[src/rtl/mul_seq.sv]
// mul_seq: sequential 32x32 -> 64 multiplier (signed MULT / unsigned MULTU).
// Radix-2 shift-add on operand magnitudes, with the sign applied at the end.
// A start/busy/done handshake matches the sequential divider.
// Latency is a fixed 33 cycles from the start edge to the result.
module mul_seq #(
  parameter int WIDTH = 32
) (
  input  logic             clock,
  input  logic             reset,
  input  logic             start,
  input  logic             is_signed,
  input  logic [WIDTH-1:0] multiplicand,
  input  logic [WIDTH-1:0] multiplier,
  output logic [WIDTH-1:0] hi,
  output logic [WIDTH-1:0] lo,
  output logic             busy,
  output logic             done
);

  localparam int CNT_W = $clog2(WIDTH);

  localparam logic [1:0] S_IDLE = 2'd0;
  localparam logic [1:0] S_CALC = 2'd1;
  localparam logic [1:0] S_FIX  = 2'd2;

  localparam logic [CNT_W-1:0]   CNT_LAST = CNT_W'(WIDTH - 1);
  localparam logic [WIDTH-1:0]   ONE_W    = 1;
  localparam logic [2*WIDTH-1:0] ONE_P    = 1;

  logic [1:0]         state;
  logic [CNT_W-1:0]   cnt;
  logic [WIDTH-1:0]   mag_a;
  logic [2*WIDTH:0]   p;      // {carry, upper, lower}
  logic               neg;
  logic [WIDTH:0]     sum;
  logic [2*WIDTH:0]   p_shift;

  // Unsigned magnitude of an operand; only negative signed values are negated.
  // 0x80000000 maps to 2^31, which fits in the unsigned result.
  function automatic logic [WIDTH-1:0] magnitude(input logic signed [WIDTH-1:0] x,
                                                 input logic                    sgn);
    if (sgn && x[WIDTH-1])
      return ~x + ONE_W;
    return x;
  endfunction

  // Apply the result sign to the magnitude product.
  // A zero magnitude stays zero, so there is no -0 artefact.
  function automatic logic [2*WIDTH-1:0] apply_sign(input logic [2*WIDTH-1:0] m,
                                                    input logic               n);
    return n ? (~m + ONE_P) : m;
  endfunction

  // One shift-add step: add |A| into the upper half when P[0] is set, then shift right.
  always_comb begin
    sum     = {1'b0, p[2*WIDTH-1:WIDTH]} + {1'b0, mag_a};
    p_shift = {1'b0, p[2*WIDTH:1]};
    if (p[0])
      p_shift = {1'b0, sum, p[WIDTH-1:1]};
  end

  // Datapath registers: operands latched on an accepted start, then iterated during CALC.
  always_ff @(posedge clock) begin
    case (state)
      S_IDLE: begin
        if (start) begin
          mag_a <= magnitude(multiplicand, is_signed);
          p     <= {1'b0, {WIDTH{1'b0}}, magnitude(multiplier, is_signed)};
          neg   <= is_signed & (multiplicand[WIDTH-1] ^ multiplier[WIDTH-1]);
        end
      end
      S_CALC: p <= p_shift;
      default: ;
    endcase
  end

  // Control FSM and result registers: IDLE -> CALC (WIDTH steps) -> FIX -> IDLE.
  always_ff @(posedge clock or posedge reset) begin
    if (reset) begin
      state <= S_IDLE;
      cnt   <= '0;
      busy  <= 1'b0;
      done  <= 1'b0;
      hi    <= '0;
      lo    <= '0;
    end else begin
      done <= 1'b0;
      case (state)
        S_IDLE: begin
          if (start) begin
            cnt   <= '0;
            busy  <= 1'b1;
            state <= S_CALC;
          end
        end
        S_CALC: begin
          cnt <= cnt + 1'b1;
          if (cnt == CNT_LAST)
            state <= S_FIX;
        end
        S_FIX: begin
          {hi, lo} <= apply_sign(p[2*WIDTH-1:0], neg);
          busy     <= 1'b0;
          done     <= 1'b1;
          state    <= S_IDLE;
        end
        default: state <= S_IDLE;
      endcase
    end
  end

endmodule

[config.mk]
export PLATFORM = sky130hd
export DESIGN_NAME = mul_seq
export DESIGN_NICKNAME = d
export VERILOG_FILES = /design/src/rtl/mul_seq.sv
export SDC_FILE = /design/constraint.sdc
export NUM_CORES = 1
export LEC_CHECK = 0
export ABC_AREA = 0
export CAP_MARGIN = 10
export CORE_UTILIZATION = 45
export DETAILED_ROUTE_END_ITERATION = 16
export PLACE_DENSITY = 0.67
export SLEW_MARGIN = 5
export SYNTH_ARGS = -nofsm -noshare
export SYNTH_HDL_FRONTEND = slang
export SYNTH_SLANG_ARGS = --single-unit
[constraint.sdc]
create_clock -name clock -period 3.55 [get_ports clock]
set_input_delay 0.71 -clock clock [delete_from_list [all_inputs] [get_ports clock]]
set_output_delay 0.71 -clock clock [all_outputs]
set_load 0.03 [all_outputs]
==> results of run 1 <==
-- cells in the mapped netlist (all sizes together), types with 17 or more instances --
cell type	instances
or4	17
xor2	102
xnor2	35
dfrtp	73
edfxtp	97
nor2	54
nor3	27
a21oi	66
or3	23
nand3	19
inv	26
o31ai	30
ha	37
o21ai	165
nand2	164
clkbuf	41
-- layer usage --
| layer | vias to the layer above | wire length, um | track usage, % | part of all wire (%) |
|---|---|---|---|---|
| met5 | - | 0 | 0 | 0 |
| met4 | 0 | 491 | 7.12 | 1.8 |
| met3 | 27 | 1410 | 3.33 | 5.2 |
| met2 | 252 | 12200 | 35.3 | 45 |
| met1 | 4096 | 13000 | 32.0 | 48 |
| li1 | 4450 | - | - | - |
-- metrics by stage --
| step | instance area [um^2] | hold WS (ps) | total power, mW | TNS [ps] | setup WS [ps] |
|---|---|---|---|---|---|
| after global placement | 12600 | 462 | 8.55 | 0 | 33.3 |
| after detailed placement | 12600 | 469 | 8.64 | -1.77 | -1.77 |
| after global routing | 13200 | 499 | 11.2 | 0 | 97.5 |
| after floorplan | 10900 | 449 | 6.94 | 0 | 345 |
| final | 13200 | 476 | 10.5 | 0 | 330 |
| after CTS | 13200 | 483 | 10.5 | 0 | 335 |
-- worst paths after layout --
kind,endpoint,slack [ps],cells after the start
min in group asynchronous,lo[11]$_DFFE_PP0P_,700,2
worst max-delay path,p[61]$_SDFFCE_PN0P_,330,9
worst max register to register,p[61]$_SDFFCE_PN0P_,330,9
max in group asynchronous,hi[10]$_DFFE_PP0P_,2180,3
worst min-delay path,busy$_DFFE_PP0P_,480,2
worst min register to register,busy$_DFFE_PP0P_,480,2
-- worst max-delay path: stages (launching register included) --
cell	delay [ps]
edfxtp_1	430
ha_1	260
fa_1	420
a211oi_1	390
o21ai_0	170
o211ai_1	200
o21ai_0	380
o21ai_0	350
mux2i_1	230
o211ai_1	100
-- sequential cells by signal, indices dropped and copies added (netlist names) --
name	count
neg	1
cnt	5
state	2
hi	32
busy	1
done	1
lo	32
mag_a	32
p	64
-- final cells by class --
class                   instances  area, um^2  area share (%)
clock buffers                  22         508            3.85
multi-input cells             903        5820            44.2
flip-flops and latches        170        4740            35.9
repair buffers                157        1540            11.7
inverters                      27         101           0.769
well taps                     319         399            3.03
clock inverters                10        76.3           0.579
-- kinds of logic after synthesis --
kind of cell             share of synthesized area, %
buffers and inverters                            3.01
adder cells (fa/ha/maj)                          4.44
AND/OR/NAND/NOR                                  17.1
flip-flops                                       43.6
AO/OA/AOI/OAI                                    19.7
XOR/XNOR                                         11.0
multiplexers                                     1.10
-- power groups by stage --
stage	registers, mW	clock network, mW	logic, mW
6_report	3.86	1.84	4.77
5_1_grt	3.96	1.95	5.29
4_1_cts	3.85	1.86	4.77
3_5_place_dp	3.89	0	4.75
3_3_place_gp	3.86	0	4.69
2_1_floorplan	4.19	0	2.75
==> impl_metrics.py, run 1 <==
metrics = {
    "power_and_ir_drop": {
        "combPwrFrac_pct": 45.5,
        "seqPwrFrac_pct": 36.9,
        "power_switching_mw": 4.41,
        "p_int_mw": 6.06,
        "clkPwrFrac_pct": 17.6,
        "sw_frac_of_total_pct": 42.1,
        "power.density_mw_per_mm2": 794,
        "peakVddDrop_mv": 0.318,
        "p_leak_nw": 5.38,
    },
    "synthesis": {
        "yosys_warnings": 0,
        "syn-cell-area_mm2": 0.0109,
        "postSynth.asyncResetShare_pct": 42.9,
        "synth_top_flop_cell": "edfxtp_1",
        "ys_seq_elements": 170,
        "synth_nets": 1255,
        "syn_avg_cell_area_um2": 9.47,
        "yosysTopAreaCellShare_pct": 26.8,
        "synth_cells": 1149,
        "netlist-cell-type-count": 72,
        "ys_seq_area_share_pct": 43.6,
        "synth_top_area_cell": "edfxtp_1",
        "ys_top_cells_by_area": "edfxtp_1 (27%), dfrtp_1 (17%), xor2_1 (8.2%), o21ai_0 (7.2%), nand2_1 (5.7%)",
        "synth_edf_count": 97,
    },
    "critical_path": {
        "worstPathArrival_ps": 3380,
        "end_kind": "flip-flop",
        "crit_required_ps": 3710,
        "cp-startpoint": "mag_a[0]$_DFFE_PP_",
        "rr_startpoint": "mag_a[0]$_DFFE_PP_",
        "start_kind": "flip-flop",
        "worstPathMaxFanout": 5,
        "crit_type": "reg -> reg",
    },
    "routing": {
        "routedWlPerCell_um": 16.9,
        "wl_um": 27100,
        "num_vias": 8825,
        "dr.pass1.iters": 5,
        "drt_iter0_markers": 727,
        "via_per_inst": 5.49,
        "route.detailed.drc": 0,
        "postRouteAntennaNets": 0,
    },
    "cts": {
        "cts_root_buffer": "clkbuf_16",
        "tritoncts": "yes",
        "cts_buffers": 17,
        "cts_resized": 0,
        "clk_pin_slew_ps": 70,
        "cts_sinks": 170,
        "cts_hold_buf": 0,
        "postCtsSetupRepairBufs": 0,
        "htree_num_levels": 4,
        "insertion_delay_ps": 430,
        "clock_path_buffers": 2,
    },
    "cells_and_area": {
        "diodes": 0,
        "final_layout_size_suffix_gt1_share_pct": 7.76,
        "n_fill_cell": 2155,
        "final_cell_mix": "nand2_1 (164), o21ai_0 (156), clkdlybuf4s50_1 (133), xor2_1 (102), edfxtp_1 (97)",
        "layout.nets": 1382,
        "fin_util_pct": 55.8,
        "syn_to_final_growth_pct": 21.2,
        "final_common_cell": "nand2_1",
        "stdcell_count": 1608,
    },
    "status": {
        "status": "completed",
    },
    "global_routing": {
        "grt_remaining_overflow": 0,
        "grt_pass1_wl_um": 42900,
        "antenna_found_initial": 0,
        "grt_pass1_vias": 8093,
        "grt_max_degree": 131,
        "grt_util_all_layers_pct": 22.5,
    },
    "timing": {
        "fmax_mhz": 311,
        "rsz0062_at_grt": "no",
        "tightest_slew_ps": 1150,
        "fin_crit_ps": 3220,
        "setup_violations": 0,
        "finClkSkew_ps": 13.2,
        "slew_viol_final": 0,
        "hold_violations": 0,
        "slew_headroom_pct": 23.4,
        "period_share_pct": 90.7,
    },
    "placement": {
        "dp_hpwl_um": 20600,
        "place_inst": 1576,
        "gp_congestion": 0.902,
        "port_buffers": 133,
    },
    "job": {
        "max-cap-violations": 0,
    },
    "floorplan": {
        "fp.dieH_um": 157,
        "die_area_mm2": 0.0248,
        "core_mm2": 0.0236,
        "io_pins": 134,
        "start_util_pct": 46.1,
        "row_count": 56,
        "die_width_um": 157,
    },
    "worst_hold_path": {
        "hp-start": "busy$_DFFE_PP0P_",
        "hp-class": "reg -> reg",
    },
}
Power figures use the tool's default switching activity.
==> inputs of run 2 (changes only) <==
--- a/config.mk
+++ b/config.mk
@@ -7,9 +7,11 @@
 export LEC_CHECK = 0
 export ABC_AREA = 0
 export CAP_MARGIN = 10
-export CORE_UTILIZATION = 45
+export CELL_PAD_IN_SITES_DETAIL_PLACEMENT = 0
+export CELL_PAD_IN_SITES_GLOBAL_PLACEMENT = 1
+export CORE_UTILIZATION = 44
 export DETAILED_ROUTE_END_ITERATION = 16
-export PLACE_DENSITY = 0.67
+export PLACE_DENSITY_LB_ADDON = 0.1
 export SLEW_MARGIN = 5
 export SYNTH_ARGS = -nofsm -noshare
 export SYNTH_HDL_FRONTEND = slang
==> run 2 against run 1 <==
Clock power barely moved. Flip-flop and latch count did not move. Critical path type unchanged. First-iteration DRC count fell by 13%. Combinational power rose by 1%. Largest cell class unchanged. Hold slack improved by 2.0 ps. Register-to-register slack barely moved. Final cell count rose by 0.75%. Non-clock buffer count rose by 7. Global-route usage rose by 0.096 points. Setup slack improved by 0.79 ps. Cell area rose by 0.41%.
==> impl_metrics.py, run 2 (synthesis gave the netlist of run 1 again) <==
metrics = {
    "placement": {
        "placed_area_mm2": 0.0127,
        "port_buffers": 133,
        "gp_congestion": 0.867,
        "place_inst": 1588,
        "dp_hpwl_um": 20800,
        "pre_cts_ws_ps": 60.3,
    },
    "floorplan": {
        "io_pins": 134,
        "die_area_mm2": 0.0254,
        "die_width_um": 159,
        "start_util_pct": 44.9,
        "fp.dieH_um": 159,
        "row_count": 57,
        "core_mm2": 0.0242,
    },
    "global_routing": {
        "grt_remaining_overflow": 0,
        "grt_max_degree": 85,
        "grt_pass1_vias": 8522,
        "grt_pass1_wl_um": 45900,
        "antenna_found_initial": 0,
        "grt_util_all_layers_pct": 22.6,
    },
    "routing": {
        "route.detailed.drc": 0,
        "wl_um": 27900,
        "dr.pass1.iters": 5,
        "num_vias": 8937,
        "via_per_inst": 5.52,
        "drt_iter0_markers": 635,
        "postRouteAntennaNets": 0,
        "routedWlPerCell_um": 17.2,
    },
    "cells_and_area": {
        "final_layout_size_suffix_gt1_share_pct": 8.26,
        "syn_to_final_growth_pct": 21.7,
        "fin_util_pct": 54.6,
        "top_register": "p",
        "final_common_cell": "nand2_1",
        "stdcell_count": 1620,
        "design_area_mm2": 0.0132,
        "largest_register_ffs": 64,
        "layout.nets": 1389,
        "diodes": 0,
        "final_cell_mix": "nand2_1 (164), o21ai_0 (156), clkdlybuf4s50_1 (133), xor2_1 (102), edfxtp_1 (97)",
    },
    "cts": {
        "insertion_delay_ps": 430,
        "htree_num_levels": 4,
        "tritoncts": "yes",
        "cts_resized": 0,
        "cts_buffers": 17,
        "cts_hold_buf": 0,
        "cts_sinks": 170,
        "clock_path_buffers": 2,
        "postCtsSetupRepairBufs": 0,
        "cts_root_buffer": "clkbuf_16",
        "clk_pin_slew_ps": 70,
    },
    "worst_hold_path": {
        "hp-start": "lo[19]$_DFFE_PP0P_",
        "hp-class": "reg -> reg",
        "min_path_cells": 2,
    },
    "timing": {
        "finClkSkew_ps": 11.1,
        "setup_violations": 0,
        "tightest_slew_ps": 784,
        "rsz0062_at_grt": "no",
        "fmax_mhz": 311,
        "fin_crit_ps": 3220,
        "setup_ws_ps": 331,
        "tns_ps": 0,
        "holdWs_ps": 478,
        "slew_viol_final": 0,
        "hold_violations": 0,
        "period_share_pct": 90.7,
        "slew_headroom_pct": 47.5,
    },
    "power_and_ir_drop": {
        "p_leak_nw": 5.41,
        "peakVddDrop_mv": 0.424,
        "p_total_mw": 10.5,
        "power.density_mw_per_mm2": 791,
    },
    "critical_path": {
        "rr_startpoint": "mag_a[0]$_DFFE_PP_",
        "start_kind": "flip-flop",
        "ff2ff_path_depth": 9,
        "end_kind": "flip-flop",
        "crit_end": "p[61]$_SDFFCE_PN0P_",
        "crit_required_ps": 3700,
        "reg2reg_setup_slack_ps": 330,
        "worstPathArrival_ps": 3370,
        "worstPathMaxFanout": 4,
        "cp-startpoint": "mag_a[0]$_DFFE_PP_",
        "rr_endpoint": "p[61]$_SDFFCE_PN0P_",
        "crit_type": "reg -> reg",
    },
    "status": {
        "status": "completed",
    },
    "job": {
        "max-cap-violations": 0,
    },
}
## run 2: worst min-delay path by stage
| stage | endpoint | slack (ps) |
|---|---|---|
| after CTS | lo[28]$_DFFE_PP0P_ | 490 |
| after global routing | lo[18]$_DFFE_PP0P_ | 510 |
| after detailed placement | lo[18]$_DFFE_PP0P_ | 470 |
| after global placement | hi[16]$_DFFE_PP0P_ | 460 |
| final | lo[19]$_DFFE_PP0P_ | 480 |
| after floorplan | cnt[3]$_DFFE_PP0P_ | 450 |
## run 2: cell type report
cell class                 instances  area [um^2]
tap                              324          405
inverter                          27          101
clock buffer                      20          468
multi-input combinational        903         5820
fill                            2273        11000
sequential                       170         4740
clock inverter                    12         98.8
timing repair buffer             164         1600
## run 2: routing by layer
| metal | global-route usage, % | part of all wire, % | up-vias |
|---|---|---|---|
| met5 | 0 | 0 | - |
| li1 | - | - | 4469 |
| met4 | 7.26 | 2.0 | 0 |
| met2 | 35.2 | 45 | 210 |
| met3 | 3.23 | 3.8 | 35 |
| met1 | 32.5 | 49 | 4223 |
## run 2: power breakdown
group	switching [mW]	internal [mW]	total [mW]
Combinational	2.82	2.01	4.83
Clock	0.842	0.976	1.82
Sequential	0.787	3.03	3.82
Total	4.45	6.02	10.5
## run 2: critical path, cell delays in order (launching register included)
cell and delay [ps]:
edfxtp_1 410, ha_1 250, fa_1 430, a211oi_1 410, o21ai_0 190, o211ai_1 220, o21ai_0 320, o21ai_0 390
mux2i_1 220, o211ai_1 100
==> inputs of run 3 (changes only) <==
--- a/config.mk
+++ b/config.mk
@@ -7,7 +7,7 @@
 export LEC_CHECK = 0
 export ABC_AREA = 0
 export CAP_MARGIN = 10
-export CELL_PAD_IN_SITES_DETAIL_PLACEMENT = 0
+export CELL_PAD_IN_SITES_DETAIL_PLACEMENT = 1
 export CELL_PAD_IN_SITES_GLOBAL_PLACEMENT = 1
 export CORE_UTILIZATION = 44
 export DETAILED_ROUTE_END_ITERATION = 16
==> run 3 against run 2 <==
Clock power increased by 7%. Sequential share of layout area is 0.11 points lower. Via count is 3.6% higher. Highest routed layer is now met5.
==> impl_metrics.py, run 3 (synthesis gave the netlist of run 1 again) <==
metrics = {
    "timing": {
        "setup_violations": 0,
        "tns_ps": 0,
        "finClkSkew_ps": 13.1,
        "slew_headroom_pct": 50.1,
        "slew_viol_final": 0,
        "fmax_mhz": 303,
        "period_share_pct": 92.8,
        "hold_violations": 0,
        "rsz0062_at_grt": "no",
        "tightest_slew_ps": 746,
        "fin_crit_ps": 3300,
    },
    "critical_path": {
        "crit_type": "reg -> reg",
        "cp-startpoint": "mag_a[0]$_DFFE_PP_",
        "start_kind": "flip-flop",
        "worstPathMaxFanout": 4,
        "crit_end": "p[61]$_SDFFCE_PN0P_",
        "end_kind": "flip-flop",
        "ff2ff_path_depth": 9,
        "reg2reg_setup_slack_ps": 250,
        "rr_endpoint": "p[61]$_SDFFCE_PN0P_",
        "rr_startpoint": "mag_a[0]$_DFFE_PP_",
        "crit_required_ps": 3700,
        "worstPathArrival_ps": 3450,
    },
    "floorplan": {
        "io_pins": 134,
        "start_util_pct": 44.9,
        "core_mm2": 0.0242,
        "die_width_um": 159,
        "fp.dieH_um": 159,
        "die_area_mm2": 0.0254,
        "row_count": 57,
    },
    "cells_and_area": {
        "largest_register_ffs": 64,
        "final_cell_mix": "nand2_1 (164), o21ai_0 (156), clkdlybuf4s50_1 (133), xor2_1 (102), edfxtp_1 (97)",
        "diodes": 0,
        "stdcell_count": 1620,
        "final_layout_size_suffix_gt1_share_pct": 8.26,
        "syn_to_final_growth_pct": 22.1,
        "final_common_cell": "nand2_1",
        "top_register": "p",
        "layout.nets": 1389,
    },
    "routing": {
        "postRouteAntennaNets": 0,
        "num_vias": 9257,
        "routedWlPerCell_um": 19.2,
        "route.detailed.drc": 0,
        "via_per_inst": 5.71,
        "drt_iter0_markers": 678,
        "dr.pass1.iters": 5,
        "wl_um": 31100,
    },
    "cts": {
        "clock_path_buffers": 2,
        "cts_sinks": 170,
        "cts_resized": 0,
        "tritoncts": "yes",
        "cts_buffers": 17,
        "postCtsSetupRepairBufs": 0,
        "insertion_delay_ps": 440,
        "clk_pin_slew_ps": 70,
        "cts_hold_buf": 0,
        "htree_num_levels": 4,
        "cts_root_buffer": "clkbuf_16",
    },
    "placement": {
        "port_buffers": 133,
        "gp_congestion": 0.867,
        "dp_hpwl_um": 23100,
        "place_inst": 1588,
    },
    "global_routing": {
        "grt_max_degree": 85,
        "antenna_found_initial": 1,
        "grt_util_all_layers_pct": 25.3,
        "grt_remaining_overflow": 0,
        "grt_pass1_vias": 9659,
        "grt_pass1_wl_um": 51200,
    },
    "power_and_ir_drop": {
        "p_leak_nw": 5.43,
        "peakVddDrop_mv": 0.344,
        "p_total_mw": 10.8,
        "power.density_mw_per_mm2": 810,
    },
    "job": {
        "max-cap-violations": 0,
    },
    "status": {
        "status": "completed",
    },
    "worst_hold_path": {
        "hp-class": "reg -> reg",
    },
}
-- run 3: stage by stage --
step | worst slack (ps) | hold slack, ps | instance area (um^2) | utilization [%]
final | 254 | 475 | 13300 | 54.8
after global routing | 112 | 498 | 13300 | 54.8
after CTS | 287 | 484 | 13300 | 54.8
after detailed placement | 69.2 | 469 | 12700 | 52.3
after global placement | 116 | 460 | 12700 | 52.3
after floorplan | 345 | 449 | 10900 | -
-- run 3: metal layers --
metal	vias up	GRT usage (%)	wire, um
met5	-	0	12
met4	2	10.1	794
met3	50	4.01	1220
met2	192	42.4	15000
met1	4558	32.8	14000
li1	4455	-	-
-- run 3: worst max-delay path: stages, from the launching register on --
cell and delay, ps:
edfxtp_1 430, ha_1 250, fa_1 430, a211oi_1 450, o21ai_0 220, o211ai_1 200, o21ai_0 310, o21ai_0 390
mux2i_1 220, o211ai_1 110
-- run 3: final cells by class --
type	count	area, um^2
Fill cell	2762	11000
Timing Repair Buffer	164	1600
Sequential cell	170	4740
Tap cell	324	405
Inverter	27	101
Clock inverter	9	96.3
Clock buffer	23	510
Multi-Input combinational cell	903	5820
-- run 3: how the worst min path moves through the flow --
stage	from	to	slack [ps]	cells past startpoint
2_1_floorplan	cnt[3]$_DFFE_PP0P_	cnt[3]$_DFFE_PP0P_	450	1
3_3_place_gp	hi[16]$_DFFE_PP0P_	hi[16]$_DFFE_PP0P_	460	2
3_5_place_dp	lo[28]$_DFFE_PP0P_	lo[28]$_DFFE_PP0P_	470	2
4_1_cts	lo[28]$_DFFE_PP0P_	lo[28]$_DFFE_PP0P_	480	2
5_1_grt	lo[29]$_DFFE_PP0P_	lo[29]$_DFFE_PP0P_	500	2
6_report	lo[28]$_DFFE_PP0P_	lo[28]$_DFFE_PP0P_	470	2
-- run 3: where the power goes --
| group | internal (mW) | leakage [nW] | switching [mW] |
|---|---|---|---|
| Combinational | 2.01 | 3.28 | 2.94 |
| Clock | 1.10 | 0.300 | 0.836 |
| Sequential | 3.03 | 1.85 | 0.827 |
